[src/rtl/can_pkg.sv]
// Shared field codes and field-length constants for the CAN receive path.
package can_pkg;

  // Protocol-control field codes, numbered 0..26 in frame order.
  typedef enum logic [4:0] {
    BUS_IDLE, ID_1, RTR_1, IDE, ID_2, RTR_2, R1, R0, R0_FD, SKIP_FDF,
    BRS, ESI, DLC, DATA, STUFF_COUNT, CRC, CRC_LIM, ACK, ACK_FD_1,
    ACK_FD_2, ACK_LIM, EOF, INTER, ERROR, OVERLOAD, OFF, INTEGRATING
  } can_field_e;

  localparam int ID_1_LEN        = 11;
  localparam int ID_2_LEN        = 18;
  localparam int DLC_LEN         = 4;
  localparam int STUFF_COUNT_LEN = 4;
  localparam int CRC15_LEN       = 15;
  localparam int CRC17_LEN       = 17;
  localparam int CRC21_LEN       = 21;
  localparam int EOF_LEN         = 7;
  localparam int INTER_LEN       = 3;
  localparam int DELIM_LEN       = 8;   // error / overload delimiter
  localparam int SKIP_FDF_LEN    = 11;  // recessive run that ends a skipped FD frame

endpackage

[src/rtl/can_rx_field_sequencer_dlc.sv]
// DLC decoder: payload length in bytes and CRC field length.
module can_dlc_decoder
  import can_pkg::*;
(
  input  logic [3:0] dlc,
  input  logic       fdf,
  input  logic       rtr,
  output logic [6:0] data_len,
  output logic [4:0] crc_len
);

  // Classic frames saturate at 8 bytes (remote frames carry none); FD uses the extended table.
  always_comb begin
    data_len = 7'd0;
    if (fdf) begin
      case (dlc)
        4'd9:    data_len = 7'd12;
        4'd10:   data_len = 7'd16;
        4'd11:   data_len = 7'd20;
        4'd12:   data_len = 7'd24;
        4'd13:   data_len = 7'd32;
        4'd14:   data_len = 7'd48;
        4'd15:   data_len = 7'd64;
        default: data_len = {3'b000, dlc};
      endcase
    end else if (!rtr) begin
      data_len = (dlc > 4'd8) ? 7'd8 : {3'b000, dlc};
    end
    if (!fdf)                   crc_len = 5'(CRC15_LEN);
    else if (data_len <= 7'd16) crc_len = 5'(CRC17_LEN);
    else                        crc_len = 5'(CRC21_LEN);
  end

endmodule

[src/rtl/can_rx_field_sequencer.sv]
// Receive field sequencer: counts destuffed bits per field, latches frame
// header flags and emits one registered go strobe naming the next field.
module can_rx_field_sequencer
  import can_pkg::*;
#(
  parameter int DATA_CNT_W = 9
) (
  input  logic                  clk_i,
  input  logic                  rst_i,
  input  logic                  reset_mode_i,
  input  logic                  sample_point_i,
  input  logic                  rx_bit_i,
  input  logic                  stuff_bit_i,
  input  logic                  error_i,
  input  logic                  fd_enable_i,
  input  logic [4:0]            field_i,
  output logic                  go_valid_o,
  output logic [4:0]            go_field_o,
  output logic [DATA_CNT_W-1:0] bit_cnt_o,
  output logic [3:0]            dlc_o,
  output logic [6:0]            data_len_o,
  output logic                  ide_o,
  output logic                  rtr_o,
  output logic                  fdf_o
);

  // One extra bit so 8*64 data bits can be expressed as a length.
  localparam int CW = DATA_CNT_W + 1;

  can_field_e            field, field_q, tgt, fd_tgt;
  logic                  evaluate, chg, in_frame, last, go;
  logic                  ld_rtr, ld_ide, set_fdf, clr_flags, ld_dlc;
  logic [DATA_CNT_W-1:0] cnt_base, cnt_nxt;
  logic [CW-1:0]         len_m1;
  logic [2:0]            dlc_sr;
  logic [3:0]            dlc_new, dec_dlc;
  logic [6:0]            dec_len;
  logic [4:0]            crc_len;

  assign field    = can_field_e'(field_i);
  assign evaluate = sample_point_i && !stuff_bit_i;
  assign in_frame = (field <= INTER);
  // A field change the sequencer did not request restarts the count.
  assign chg      = (field != field_q);
  assign cnt_base = chg ? '0 : bit_cnt_o;
  assign dlc_new  = {dlc_sr, rx_bit_i};
  assign dec_dlc  = (field == DLC) ? dlc_new : dlc_o;
  assign fd_tgt   = fd_enable_i ? R0_FD : SKIP_FDF;
  assign last     = ({1'b0, cnt_base} == len_m1);

  can_dlc_decoder u_dlc (
    .dlc      (dec_dlc),
    .fdf      (fdf_o),
    .rtr      (rtr_o),
    .data_len (dec_len),
    .crc_len  (crc_len)
  );

  // Length (minus one) of the current field; single-bit fields fall to zero.
  always_comb begin
    len_m1 = '0;
    case (field)
      ID_1:                  len_m1 = CW'(ID_1_LEN - 1);
      ID_2:                  len_m1 = CW'(ID_2_LEN - 1);
      DLC:                   len_m1 = CW'(DLC_LEN - 1);
      DATA:                  len_m1 = CW'({data_len_o, 3'b000}) - CW'(1);
      STUFF_COUNT:           len_m1 = CW'(STUFF_COUNT_LEN - 1);
      CRC:                   len_m1 = CW'(crc_len) - CW'(1);
      EOF:                   len_m1 = CW'(EOF_LEN - 1);
      INTER:                 len_m1 = CW'(INTER_LEN - 1);
      ERROR, OVERLOAD:       len_m1 = CW'(DELIM_LEN - 1);
      SKIP_FDF:              len_m1 = CW'(SKIP_FDF_LEN - 1);
      default:               len_m1 = '0;
    endcase
  end

  // Next-field decision and counter update at an evaluated sample.
  always_comb begin
    go        = 1'b0;
    tgt       = BUS_IDLE;
    cnt_nxt   = cnt_base;
    ld_rtr    = 1'b0;
    ld_ide    = 1'b0;
    set_fdf   = 1'b0;
    clr_flags = 1'b0;
    ld_dlc    = 1'b0;
    if (evaluate) begin
      if (error_i && in_frame) begin
        go  = 1'b1;
        tgt = ERROR;
      end else begin
        cnt_nxt = cnt_base + DATA_CNT_W'(1);
        case (field)
          BUS_IDLE: if (!rx_bit_i) begin go = 1'b1; tgt = ID_1; clr_flags = 1'b1; end
          ID_1:     begin go = last; tgt = RTR_1; end
          RTR_1:    begin go = 1'b1; tgt = IDE; ld_rtr = 1'b1; end
          IDE:      begin go = 1'b1; ld_ide = 1'b1; tgt = rx_bit_i ? ID_2 : R0; end
          ID_2:     begin go = last; tgt = RTR_2; end
          RTR_2:    begin go = 1'b1; tgt = R1; ld_rtr = 1'b1; end
          R1: begin
            go = 1'b1;
            if (!rx_bit_i) tgt = R0;
            else begin tgt = fd_tgt; set_fdf = fd_enable_i; end
          end
          R0: begin
            go = 1'b1;
            if (ide_o || !rx_bit_i) tgt = DLC;
            else begin tgt = fd_tgt; set_fdf = fd_enable_i; end
          end
          R0_FD:    begin go = 1'b1; tgt = BRS; end
          BRS:      begin go = 1'b1; tgt = ESI; end
          ESI:      begin go = 1'b1; tgt = DLC; end
          DLC: begin
            go     = last;
            ld_dlc = last;
            if (dec_len != 7'd0) tgt = DATA;
            else if (fdf_o)      tgt = STUFF_COUNT;
            else                 tgt = CRC;
          end
          DATA:        begin go = last; tgt = fdf_o ? STUFF_COUNT : CRC; end
          STUFF_COUNT: begin go = last; tgt = CRC; end
          CRC:         begin go = last; tgt = CRC_LIM; end
          CRC_LIM:     begin go = 1'b1; tgt = fdf_o ? ACK_FD_1 : ACK; end
          ACK_FD_1:    begin go = 1'b1; tgt = ACK_FD_2; end
          ACK_FD_2:    begin go = 1'b1; tgt = ACK_LIM; end
          ACK:         begin go = 1'b1; tgt = ACK_LIM; end
          ACK_LIM:     begin go = 1'b1; tgt = EOF; end
          EOF:         begin go = last; tgt = INTER; end
          INTER: begin
            if (!rx_bit_i) begin
              go = 1'b1;
              if (cnt_base == DATA_CNT_W'(INTER_LEN - 1)) begin
                tgt       = ID_1;
                clr_flags = 1'b1;
              end else begin
                tgt = OVERLOAD;
              end
            end else begin
              go  = last;
              tgt = BUS_IDLE;
            end
          end
          // Only an unbroken recessive run counts toward the delimiter.
          ERROR, OVERLOAD, SKIP_FDF: begin
            if (!rx_bit_i) cnt_nxt = '0;
            else begin go = last; tgt = INTER; end
          end
          default: cnt_nxt = '0;
        endcase
      end
      if (go) cnt_nxt = '0;
    end
  end

  // Registered strobe, counter, latched DLC/length and frame flags.
  always_ff @(posedge clk_i or posedge rst_i) begin
    if (rst_i) begin
      go_valid_o <= 1'b0;
      go_field_o <= '0;
      bit_cnt_o  <= '0;
      dlc_o      <= '0;
      data_len_o <= '0;
      ide_o      <= 1'b0;
      rtr_o      <= 1'b0;
      fdf_o      <= 1'b0;
      dlc_sr     <= '0;
      field_q    <= BUS_IDLE;
    end else if (reset_mode_i) begin
      go_valid_o <= 1'b0;
      go_field_o <= '0;
      bit_cnt_o  <= '0;
      dlc_o      <= '0;
      data_len_o <= '0;
      ide_o      <= 1'b0;
      rtr_o      <= 1'b0;
      fdf_o      <= 1'b0;
      dlc_sr     <= '0;
      field_q    <= BUS_IDLE;
    end else begin
      go_valid_o <= go;
      if (go) go_field_o <= tgt;
      bit_cnt_o <= cnt_nxt;
      field_q   <= field;
      if (clr_flags) begin
        ide_o <= 1'b0;
        rtr_o <= 1'b0;
        fdf_o <= 1'b0;
      end
      if (ld_rtr)  rtr_o <= rx_bit_i;
      if (ld_ide)  ide_o <= rx_bit_i;
      if (set_fdf) fdf_o <= 1'b1;
      if (evaluate && field == DLC) dlc_sr <= dlc_new[2:0];
      if (ld_dlc) begin
        dlc_o      <= dlc_new;
        data_len_o <= dec_len;
      end
    end
  end

endmodule

[config.mk]
export PLATFORM = sky130hd
export DESIGN_NAME = can_rx_field_sequencer
export DESIGN_NICKNAME = d
export VERILOG_FILES = /design/src/rtl/can_pkg.sv /design/src/rtl/can_rx_field_sequencer_dlc.sv /design/src/rtl/can_rx_field_sequencer.sv
export SDC_FILE = /design/constraint.sdc
export NUM_CORES = 1
export LEC_CHECK = 0
export CAP_MARGIN = 20
export CORE_ASPECT_RATIO = 1.2
export CORE_MARGIN = 5
export CORE_UTILIZATION = 55
export CTS_CLUSTER_SIZE = 12
export DETAILED_ROUTE_END_ITERATION = 10
export DONT_BUFFER_PORTS = 1
export PLACE_DENSITY = 0.73
export SYNTH_ARGS = -nofsm -noshare
export SYNTH_HDL_FRONTEND = slang
export SYNTH_SLANG_ARGS = --single-unit
[constraint.sdc]
create_clock -name clk_i -period 2.6 [get_ports clk_i]
set_clock_uncertainty 0.05 [all_clocks]
set_input_delay 0.39 -clock clk_i [delete_from_list [all_inputs] [get_ports clk_i]]
set_output_delay 0.39 -clock clk_i [all_outputs]
set_load 0.1 [all_outputs]
==> parameters.txt, run 1 <==
Parameter                              Value

Synthesis
  Count of different cell masters after synthesis    68
  FF+latch count, synth    37
  Warnings, synthesis    0
  Number of enable-type register cells in the synthesized netlist    0
  Syn Nets    405
  Area fraction of the dominant cell type after synthesis    0.295
  Seq/Total Area, Yosys    0.295
  Mean post-synth cell area    8.06 µm²
  Main flop type after synthesis    sky130_fd_sc_hd__dfrtp_1
  Synth area leader    sky130_fd_sc_hd__dfrtp_1
  Cell Area, Synth    3140 µm²
  Synth Instances    389
  Async S/R FF share, synth    1.00
  Cells taking the most area after synthesis    sky130_fd_sc_hd__dfrtp_1, sky130_fd_sc_hd__nor2_1, sky130_fd_sc_hd__mux2i_1, sky130_fd_sc_hd__nand2_1, sky130_fd_sc_hd__xnor2_1

Clock tree
  Buffer depth of the longest clock path    2
  Number of buffers created by CTS    5
  Post-CTS Hold Buffers    0
  CTS tree    yes
  # clock sinks    37
  Post-CTS clock slew at the launch and capture registers of the worst setup and hold paths    0.08 ns
  Clock latency on the worst-skew pair    0.29 ns
  Clock root buffer master    sky130_fd_sc_hd__clkbuf_8
  Number of levels the H-tree was split into    2

Floorplan
  Effective utilization at floorplan    0.561
  Row count    30
  Core area    roughly 5600 µm²
  Die extent in y    92.7 µm
  DIE WIDTH    roughly 80 µm
  Floorplan die area    7320 µm²
  I/O pin cnt    42

Drt
  First-pass detailed-route iteration total    5
  Antenna Violating Nets Remaining    0
  Total number of vias    3248
  DRC violation total after the first TritonRoute iteration    approximately 210
  DRC violation count after routing    0
  Via density per instance    6.63
  Final routed wire length divided by cell count    19.6 µm
  WL final    9600 µm

Critical path
  Critical path endpoint category    flip-flop
  Crit path arrival time    just under 3 ns
  Critical path origin    data_len_o[4]
  Capture point of the worst reg-to-reg path    go_field_o[2]
  Crit path required time    between 2 and 3 ns
  Setup slack on the worst flop-to-flop path    -0.17 ns
  Largest fanout on the critical path    5
  Path depth of the worst reg2reg path    9
  Worst setup endpoint    go_field_o[2]
  Worst reg2reg path startpoint    data_len_o[4]
  Critical path class    flip-flop to flip-flop
  CP Launch Type    flip-flop

Outcome
  Failing checks    setup timing
  Status    finished, violations left

STA
  Headroom to the max-slew limit    0.374
  Count of final setup violators    20
  Final worst path period need    2.77 ns
  Final Hold Vio Count    0
  Worst slew pin tran    approximately 0.94 ns
  Achievable Freq    ~360 MHz
  Final Slew Violations    0
  Least setup slack across all paths after layout    -0.169 ns
  RSZ-0062 raised after global routing    yes
  Portion of the clock cycle consumed by the worst path in the final layout    1.07

Final layout
  Most common cell after layout, fill and taps aside    sky130_fd_sc_hd__buf_4
  Net count of the finished layout    441
  Count of non-filler cells in the finished layout    490
  Fraction of final layout cells sized beyond drive strength 1    0.275
  Diodes inserted    0
  Core Util, Final    0.675
  Leading cell types in the layout, fill and taps excluded    sky130_fd_sc_hd__buf_4, sky130_fd_sc_hd__nor2_1, sky130_fd_sc_hd__nand2_1
  Relative area change from synthesis to final layout    20.4%

Global route
  Residual overflow from global routing    0
  All-layer global routing usage    0.270
  Initial antenna violation count    0
  Maximum number of pins on one net before global-route repair    38
  Global-route wire length before repair    15600 µm
  Vias in the first global route    3179

Power and ir drop
  Static Leakage    roughly 0.0015 µW
  Areal power density over the cells    353 nW/µm²
  Total power    1330 µW
  Maximum ir drop on the vdd rail    around 0.00033 V

Placement
  Final estimated routing congestion in global placement    0.919
  I/O Buffers    0
  Cell total after placement    479
  Final HPWL from detailed placement    ~7000 µm

Job
  Number of violations of the max-capacitance limit    0

Hold path
  Path class of the lowest-slack min-delay path    input port to async pin
final cells by class:
type	instances	area (µm²)
clock buffer	7	86.3
clock inverter	1	7.51
fill	470	1820
inverter	12	45.0
multi-input combinational	312	2170
sequential	37	946
tap	64	80.1
timing repair buffer	57	439
worst max-delay path, stage by stage, from the launching register on:
cell                       delay [ns]
sky130_fd_sc_hd__dfrtp_4         0.48
sky130_fd_sc_hd__or3_4           0.39
sky130_fd_sc_hd__or4_4           0.43
sky130_fd_sc_hd__a21oi_2         0.14
sky130_fd_sc_hd__o221ai_2        0.13
sky130_fd_sc_hd__a221o_1         0.39
sky130_fd_sc_hd__o31ai_4         0.21
sky130_fd_sc_hd__buf_6           0.15
sky130_fd_sc_hd__a21oi_1         0.06
sky130_fd_sc_hd__a311oi_1        0.24
how the worst min path moves through the flow:
stage,endpoint,cells after the start
global placement,go_field_o[3],2
detailed placement,go_field_o[3],2
global route,bit_cnt_o[4],2
floorplan,dlc_o[3],2
CTS,data_len_o[5],2
finish,bit_cnt_o[4],2
state kept, by name, indices dropped and copies added (netlist names):
name,flops
bit_cnt_o,9
data_len_o,7
field_q,5
go_field_o,5
dlc_o,4
dlc_sr,3
fdf_o,1
go_valid_o,1
ide_o,1
rtr_o,1
cells in the mapped netlist, types with 5 or more instances:
library cell                n
sky130_fd_sc_hd__nor3_1    18
sky130_fd_sc_hd__and2_1     5
sky130_fd_sc_hd__or2_2      5
sky130_fd_sc_hd__inv_1     11
sky130_fd_sc_hd__o21ai_0   18
sky130_fd_sc_hd__and3_1     5
sky130_fd_sc_hd__nand2b_1   9
sky130_fd_sc_hd__nor2b_1    8
sky130_fd_sc_hd__a21oi_1   18
sky130_fd_sc_hd__nand2_1   32
sky130_fd_sc_hd__mux2i_1   14
sky130_fd_sc_hd__nor2_1    38
sky130_fd_sc_hd__clkbuf_1  14
sky130_fd_sc_hd__a211oi_1  10
sky130_fd_sc_hd__nand3_1   12
sky130_fd_sc_hd__a31oi_1    5
sky130_fd_sc_hd__buf_1      5
sky130_fd_sc_hd__dfrtp_1   37
sky130_fd_sc_hd__buf_2      9
sky130_fd_sc_hd__or4_1      5
sky130_fd_sc_hd__a22oi_1    5
sky130_fd_sc_hd__xnor2_1   13
cells by family (layout without fill, tap and decap cells):
kind of cell | Yosys count | in the layout | synth area share
DFF | 37 | 37 | 0.295
muxes | 15 | 15 | 0.0483
adders and majority gates | 5 | 5 | 0.0184
xor gates and xnor gates | 17 | 17 | 0.0499
and+or+nand+nor | 166 | 166 | 0.279
buffers and inverters | 40 | 77 | 0.0515
AOI/OAI and AO/OA | 109 | 109 | 0.257
power breakdown:
group | internal [µW] | switching (µW)
Clock | 216 | 217
Sequential | 584 | 47.1
Combinational | 115 | 154
metrics by stage:
stage                     setup WS (ns)  hold WS (ns)  setup TNS, ns  instance area, µm²
after floorplan                  -0.328         0.476          -5.41                3190
after global placement           -0.200         0.365          -1.74                3550
after detailed placement         -0.220         0.369          -2.46                3550
after CTS                        -0.193        0.0644          -2.48                3710
after global routing             -0.290        0.0901          -4.66                3780
final                            -0.169        0.0464          -2.35                3780
routing by layer:
metal,wire [µm],global-route usage,vias to the layer above,share of wire
met5,0,0,-,0
met4,404,0.129,0,0.042
met3,758,0.0623,33,0.079
met2,4830,0.477,138,0.50
met1,3600,0.305,1555,0.38
li1,-,-,1522,-
what timing repair did:
item                                    in CTS  in global routing
resized for setup                           11                 11
pin swaps                                   12                  3
endpoints found under the setup margin      25                 26
buffers inserted                             1                  2
Power figures use the tool's default switching activity.
==> run 2, diff against run 1 <==
Settings changed: PLACE_DENSITY 0.73 to 0.7, SLEW_MARGIN set to 30.
Clock period 2.6 ns to 3.2 ns, I/O delays scaled along.
==> run 2 against run 1 <==
The flow now finishes without violations; critical path depth is 1 lower; non-clock buffer count is 24 lower; combinational power is 33% lower; cell count is 4.9% lower; register-to-register slack better by 0.39 ns; sequential power is 19% lower; cell area is 7.7% lower; clock-buffer cell count is 2 lower; global-route usage is 1.3 points lower; hold slack better by 0.097 ns; clock power is 14% higher; highest routed layer unchanged.
==> parameters.txt, run 2 (synthesized netlist as in run 1, its figures left out) <==
Parameter                              Value

Power and ir drop
  Static Leakage    0.00145 µW (-5.8%)
  Part of the total power dissipated in sequential elements    0.432 (-0.041)
  Internal power summed over all cells    859 µW (-6.1%)
  Fraction of power spent switching nets    0.276 (-0.0380)
  Areal power density over the cells    340 nW/µm² (-3.6%)
  Combinational share of power    0.153 (-0.049)
  Maximum ir drop on the vdd rail    0.000217 V (-35%)
  Net load switching power    327 µW (-22%)
  Part of the power in the clock network    0.415 (+0.090)
  Total power    1190 µW (-11%)

Job
  Number of violations of the max-capacitance limit    0 (unchanged)

Clock tree
  Number of levels the H-tree was split into    2 (unchanged)
  Buffer depth of the longest clock path    2 (unchanged)
  Post-CTS clock slew at the launch and capture registers of the worst setup and hold paths    0.08 ns (about the same)
  Count of buffers added by post-CTS timing repair for setup    0 (-1)
  Number of buffers created by CTS    5 (unchanged)
  # resized after CTS    0 (-11)
  # clock sinks    37 (unchanged)
  CTS tree    yes
  Clock root buffer master    sky130_fd_sc_hd__clkbuf_8
  Post-CTS Hold Buffers    0 (unchanged)
  Clock latency on the worst-skew pair    0.29 ns (about the same)

Final layout
  Net count of the finished layout    417 (-5.4%)
  Diodes inserted    0 (unchanged)
  Fraction of final layout cells sized beyond drive strength 1    0.157 (-0.118)
  Largest registers ranked by flip-flop count    bit_cnt_o (9), data_len_o (7)
  Most common cell after layout, fill and taps aside    sky130_fd_sc_hd__nor2_1
  Number of flip-flops under the largest register name    9 (unchanged)
  Number of fill cells    502 (+6.8%)
  Relative area change from synthesis to final layout    11.2%
  Register with the most flip-flops    bit_cnt_o
  Leading cell types in the layout, fill and taps excluded    sky130_fd_sc_hd__nor2_1, sky130_fd_sc_hd__dfrtp_1, sky130_fd_sc_hd__buf_4

Floorplan
  DIE WIDTH    78.9 µm (unchanged)
  Die extent in y    92.7 µm (unchanged)
  Core area    5590 µm² (unchanged)
  Effective utilization at floorplan    0.561 (unchanged)
  I/O pin cnt    42 (unchanged)
  Row count    30 (unchanged)
  Floorplan die area    7320 µm² (unchanged)

Critical path
  Slowest cell on the critical path    sky130_fd_sc_hd__or4_1
  CP top delay family    simple AND/OR/NAND/NOR gates
  Crit path arrival time    3.15 ns (+0.24 ns)
  WP buf/inv    0 (-1)
  Cell Chain, Critical Path    or3_4 > or4_4 > a21oi_2 > o221ai_2 > a221oi_4 > nand3_2 > or4_1 > a21oi_1
  Slowest stage delay, CP    0.59 ns (+0.11 ns)
  Crit path required time    3.37 ns (+0.63 ns)
  CP Launch Type    flip-flop
  Critical path class    flip-flop to flip-flop
  Critical path endpoint category    flip-flop
  Largest fanout on the critical path    13 (+8)

STA
  Count of final setup violators    0 (-100%)
  Achievable Freq    335 MHz (-7.1%)
  Least setup slack across all paths after layout    0.218 ns (+0.388 ns)
  Headroom to the max-slew limit    0.384 (+0.0107)
  Worst slew pin tran    0.923 ns (-0.0161 ns)
  Portion of the clock cycle consumed by the worst path in the final layout    0.932 (-0.133)
  Final Slew Violations    0 (unchanged)
  Total negative slack for setup checks    0 ns (+2.35 ns)
  Hold slack final    0.143 ns (+0.0968 ns)
  Final worst path period need    2.98 ns (+0.212 ns)
  Final Hold Vio Count    0 (unchanged)
  RSZ-0062 raised after global routing    no

Global route
  Vias in the first global route    3060 (-3.7%)
  Initial antenna violation count    0 (unchanged)
  All-layer global routing usage    0.257 (-0.0134)
  Global-route wire length before repair    15100 µm (-3.2%)
  Maximum number of pins on one net before global-route repair    38 (unchanged)
  Residual overflow from global routing    0 (unchanged)

Placement
  Final HPWL from detailed placement    6660 µm (-7.4%)
  I/O Buffers    0 (unchanged)
  Final estimated routing congestion in global placement    0.954 (+3.8%)
  Worst-case setup slack after placement    0.252 ns (+0.472 ns)

Drt
  Final routed wire length divided by cell count    19.8 µm (+1.2%)
  WL final    9240 µm (-3.8%)
  Via density per instance    6.63 (about the same)
  Total number of vias    3091 (-4.8%)
  Antenna Violating Nets Remaining    0 (unchanged)
  DRC violation total after the first TritonRoute iteration    330 (+59%)
  DRC violation count after routing    0 (unchanged)
  First-pass detailed-route iteration total    5 (unchanged)

Hold path
  Path class of the lowest-slack min-delay path    input port to async pin

Outcome
  Status    completed
==> run 2: changes by cell type in the layout (fill, tap and decap cells not counted), sizes merged <==
cell,change
bufinv,+2
clkbuf,-2
inv,+1
buf,-24
clkinvlp,-1
==> run 2: worst register-to-register path, delay by kind of cell, from the launching register on <==
| family | cells | cell delay, ns |
|---|---|---|
| and+or+nand+nor | 4 | 1.64 |
| AOI/OAI and AO/OA | 4 | 0.80 |
| DFF | 1 | 0.41 |
==> run 2: power by group through the flow <==
stage	combinational [µW]	clock [µW]	sequential (µW)
detailed placement	178	0	522
CTS	179	504	513
global route	197	521	513
floorplan	166	0	523
global placement	177	0	522
finish	181	492	512
==> run 2: area by class of cell <==
type / instances / area (µm²) / area share
Clock buffer: 5 / 68.8 / 0.0197
Clock inverter: 3 / 68.8 / 0.0197
Inverter: 12 / 45.0 / 0.0129
Multi-Input combinational cell: 312 / 2050 / 0.587
Sequential cell: 37 / 928 / 0.266
Tap cell: 64 / 80.1 / 0.0230
Timing Repair Buffer: 33 / 248 / 0.0710
==> run 2: stage by stage <==
step,util,cell area (µm²),instances
after floorplan,-,3140,389
after global placement,0.599,3350,458
after detailed placement,0.599,3350,458
after CTS,0.623,3490,466
after global routing,0.623,3490,466
final,0.623,3490,466
==> run 2: worst paths after layout <==
kind                               startpoint            end  slack, ns  cells past startpoint
worst min register to register      dlc_sr[0]      dlc_sr[0]       0.55                      2
worst min-delay path                    rst_i   bit_cnt_o[3]       0.14                      2
max in group asynchronous               rst_i  data_len_o[2]       2.60                      2
worst max register to register  data_len_o[2]  data_len_o[6]       0.22                      8
worst max-delay path            data_len_o[2]  data_len_o[6]       0.22                      8
min in group clk_i               reset_mode_i     field_q[4]       0.19                      1
==> run 2: layer usage <==
layer  routed length, µm  part of all wire  track usage
met5                   0                 0            0
met4                 306             0.033        0.103
met2                4750              0.51        0.448
met3                 474             0.051       0.0399
met1                3710              0.40        0.315
==> run 3, diff against run 2 <==
Settings changed: PLACE_DENSITY 0.7 to 0.69.
==> run 3 against run 2 <==
Cell area fell by 0.93%; hold slack worse by 0.074 ns; cell count down 0.43%; non-clock buffer count shrank 2; clock power shrank 13%; die area stayed put; power fell by 5.3%; first-iteration DRC count up 26%; maximum frequency is 3.6% higher; sequential cell count stayed put.
==> parameters.txt, run 3 (synthesized netlist as in run 1, its figures left out) <==
Parameter                              Value

Power and ir drop
  Maximum ir drop on the vdd rail    0.000214 V (-1.6%)
  Areal power density over the cells    325 nW/µm² (-4.4%)
  Total power    1120 µW (-5.3%)
  Static Leakage    0.00143 µW (-1.6%)

Critical path
  Logic depth of the worst setup path including buffers    8 (unchanged)
  Worst setup endpoint    bit_cnt_o[8]
  Cell Chain, Critical Path    or3_4 > or4_4 > a21oi_2 > o221ai_2 > a221o_1 > o31ai_4 > or2_1 > a211oi_1
  CP Launch Type    flip-flop
  WP buf/inv    0 (unchanged)
  Setup slack on the worst flop-to-flop path    0.32 ns (+0.10 ns)
  Largest fanout on the critical path    8 (-5)
  Worst reg2reg path startpoint    data_len_o[2]
  Capture point of the worst reg-to-reg path    bit_cnt_o[8]
  CP top delay family    compound AO/OA/AOI/OAI gates
  Path depth of the worst reg2reg path    8 (unchanged)
  Slowest cell on the critical path    sky130_fd_sc_hd__or4_4
  Crit path arrival time    3.00 ns (-0.15 ns)
  Critical path class    flip-flop to flip-flop
  Critical path endpoint category    flip-flop
  Critical path origin    data_len_o[2]
  Crit path required time    3.32 ns (-0.05 ns)
  Slowest stage delay, CP    0.43 ns (-0.16 ns)

Global route
  Vias in the first global route    2929 (-4.3%)
  Global-route wire length before repair    15300 µm (+1.5%)
  Initial antenna violation count    0 (unchanged)
  Maximum number of pins on one net before global-route repair    37 (-2.6%)
  Residual overflow from global routing    0 (unchanged)
  All-layer global routing usage    0.266 (+0.00877)

Floorplan
  Effective utilization at floorplan    0.561 (unchanged)
  Core area    5590 µm² (unchanged)
  Row count    30 (unchanged)
  I/O pin cnt    42 (unchanged)
  DIE WIDTH    78.9 µm (unchanged)
  Floorplan die area    7320 µm² (unchanged)
  Die extent in y    92.7 µm (unchanged)

Clock tree
  # resized after CTS    0 (unchanged)
  Clock latency on the worst-skew pair    0.29 ns (about the same)
  Buffer depth of the longest clock path    2 (unchanged)
  Post-CTS Hold Buffers    0 (unchanged)
  Clock root buffer master    sky130_fd_sc_hd__clkbuf_8
  Post-CTS clock slew at the launch and capture registers of the worst setup and hold paths    0.08 ns (about the same)
  CTS tree    yes
  # clock sinks    37 (unchanged)
  Number of buffers created by CTS    5 (unchanged)
  Count of buffers added by post-CTS timing repair for setup    0 (unchanged)
  Number of levels the H-tree was split into    2 (unchanged)

Final layout
  Largest registers ranked by flip-flop count    bit_cnt_o (9), data_len_o (7)
  Number of fill cells    492 (-2.0%)
  Register with the most flip-flops    bit_cnt_o
  Diodes inserted    0 (unchanged)
  Net count of the finished layout    415 (-0.48%)
  Relative area change from synthesis to final layout    10.2%
  Leading cell types in the layout, fill and taps excluded    sky130_fd_sc_hd__nor2_1, sky130_fd_sc_hd__dfrtp_1, sky130_fd_sc_hd__nand2_1
  Fraction of final layout cells sized beyond drive strength 1    0.155 (-0.00172)
  Number of flip-flops under the largest register name    9 (unchanged)
  Most common cell after layout, fill and taps aside    sky130_fd_sc_hd__nor2_1

STA
  Headroom to the max-slew limit    0.379 (-0.00551)
  Count of final setup violators    0 (unchanged)
  RSZ-0062 raised after global routing    no
  Least setup slack across all paths after layout    0.322 ns (+0.104 ns)
  Worst slew pin tran    0.932 ns (+0.00826 ns)
  Final worst path period need    2.88 ns (-0.104 ns)
  Final Hold Vio Count    0 (unchanged)
  Achievable Freq    347 MHz (+3.6%)
  Final Slew Violations    0 (unchanged)
  Total negative slack for setup checks    0 ns (unchanged)
  Portion of the clock cycle consumed by the worst path in the final layout    0.899 (-0.0324)

Placement
  Final estimated routing congestion in global placement    0.937 (-1.7%)
  I/O Buffers    0 (unchanged)
  Final HPWL from detailed placement    6740 µm (+1.2%)
  Worst-case setup slack after placement    0.333 ns (+0.0811 ns)

Drt
  First-pass detailed-route iteration total    5 (unchanged)
  Total number of vias    3081 (-0.32%)
  Final routed wire length divided by cell count    20.1 µm (+1.3%)
  WL final    9310 µm (+0.83%)
  DRC violation count after routing    0 (unchanged)
  Via density per instance    6.64 (+0.11%)
  DRC violation total after the first TritonRoute iteration    415 (+26%)
  Antenna Violating Nets Remaining    0 (unchanged)

Job
  Number of violations of the max-capacitance limit    0 (unchanged)

Hold path
  Path class of the lowest-slack min-delay path    input port to async pin

Outcome
  Status    completed
-- run 3: cell type report --
type                    count  area [µm²]  area share
multi-input cells         312        2050       0.593
flip-flops and latches     37         928       0.269
repair buffers             31         233      0.0674
clock buffers               6        82.6      0.0239
well taps                  64        80.1      0.0232
inverters                  12        45.0      0.0130
clock inverters             2        37.5      0.0109
-- run 3: worst min-delay path by stage --
| stage | from | to | slack, ns | cells past startpoint |
|---|---|---|---|---|
| 6_report | rst_i | go_valid_o | 0.07 | 1 |
| 5_1_grt | rst_i | go_field_o[3] | 0.10 | 1 |
| 4_1_cts | reset_mode_i | field_q[4] | 0.18 | 1 |
| 3_5_place_dp | reset_mode_i | field_q[4] | 0.50 | 1 |
| 3_3_place_gp | reset_mode_i | field_q[4] | 0.50 | 1 |
| 2_1_floorplan | dlc_sr[2] | dlc_o[3] | 0.48 | 2 |
-- run 3: per-layer routing --
metal  wire (µm)  vias up  share of wire  track usage
met5           0        -              0            0
met4         362        0          0.039        0.128
met3         598       32          0.064       0.0535
met2        4600      121           0.49        0.448
met1        3750     1461           0.40        0.323
li1            -     1467              -            -
-- run 3: power breakdown --
group | switching, µW | leakage [µW] | internal (µW)
Combinational | 111 | 0.000865 | 70.2
Clock | 176 | 0.0000574 | 253
Sequential | 38.1 | 0.000506 | 474
Total | 325 | 0.00143 | 798
-- run 3: through the flow --
step	utilization	std cells	instance area, µm²	hold slack, ns
after floorplan	-	389	3140	0.476
after global placement	0.596	456	3330	0.496
after detailed placement	0.596	456	3330	0.497
after CTS	0.618	464	3450	0.182
after global routing	0.618	464	3450	0.103
final	0.618	464	3450	0.0695
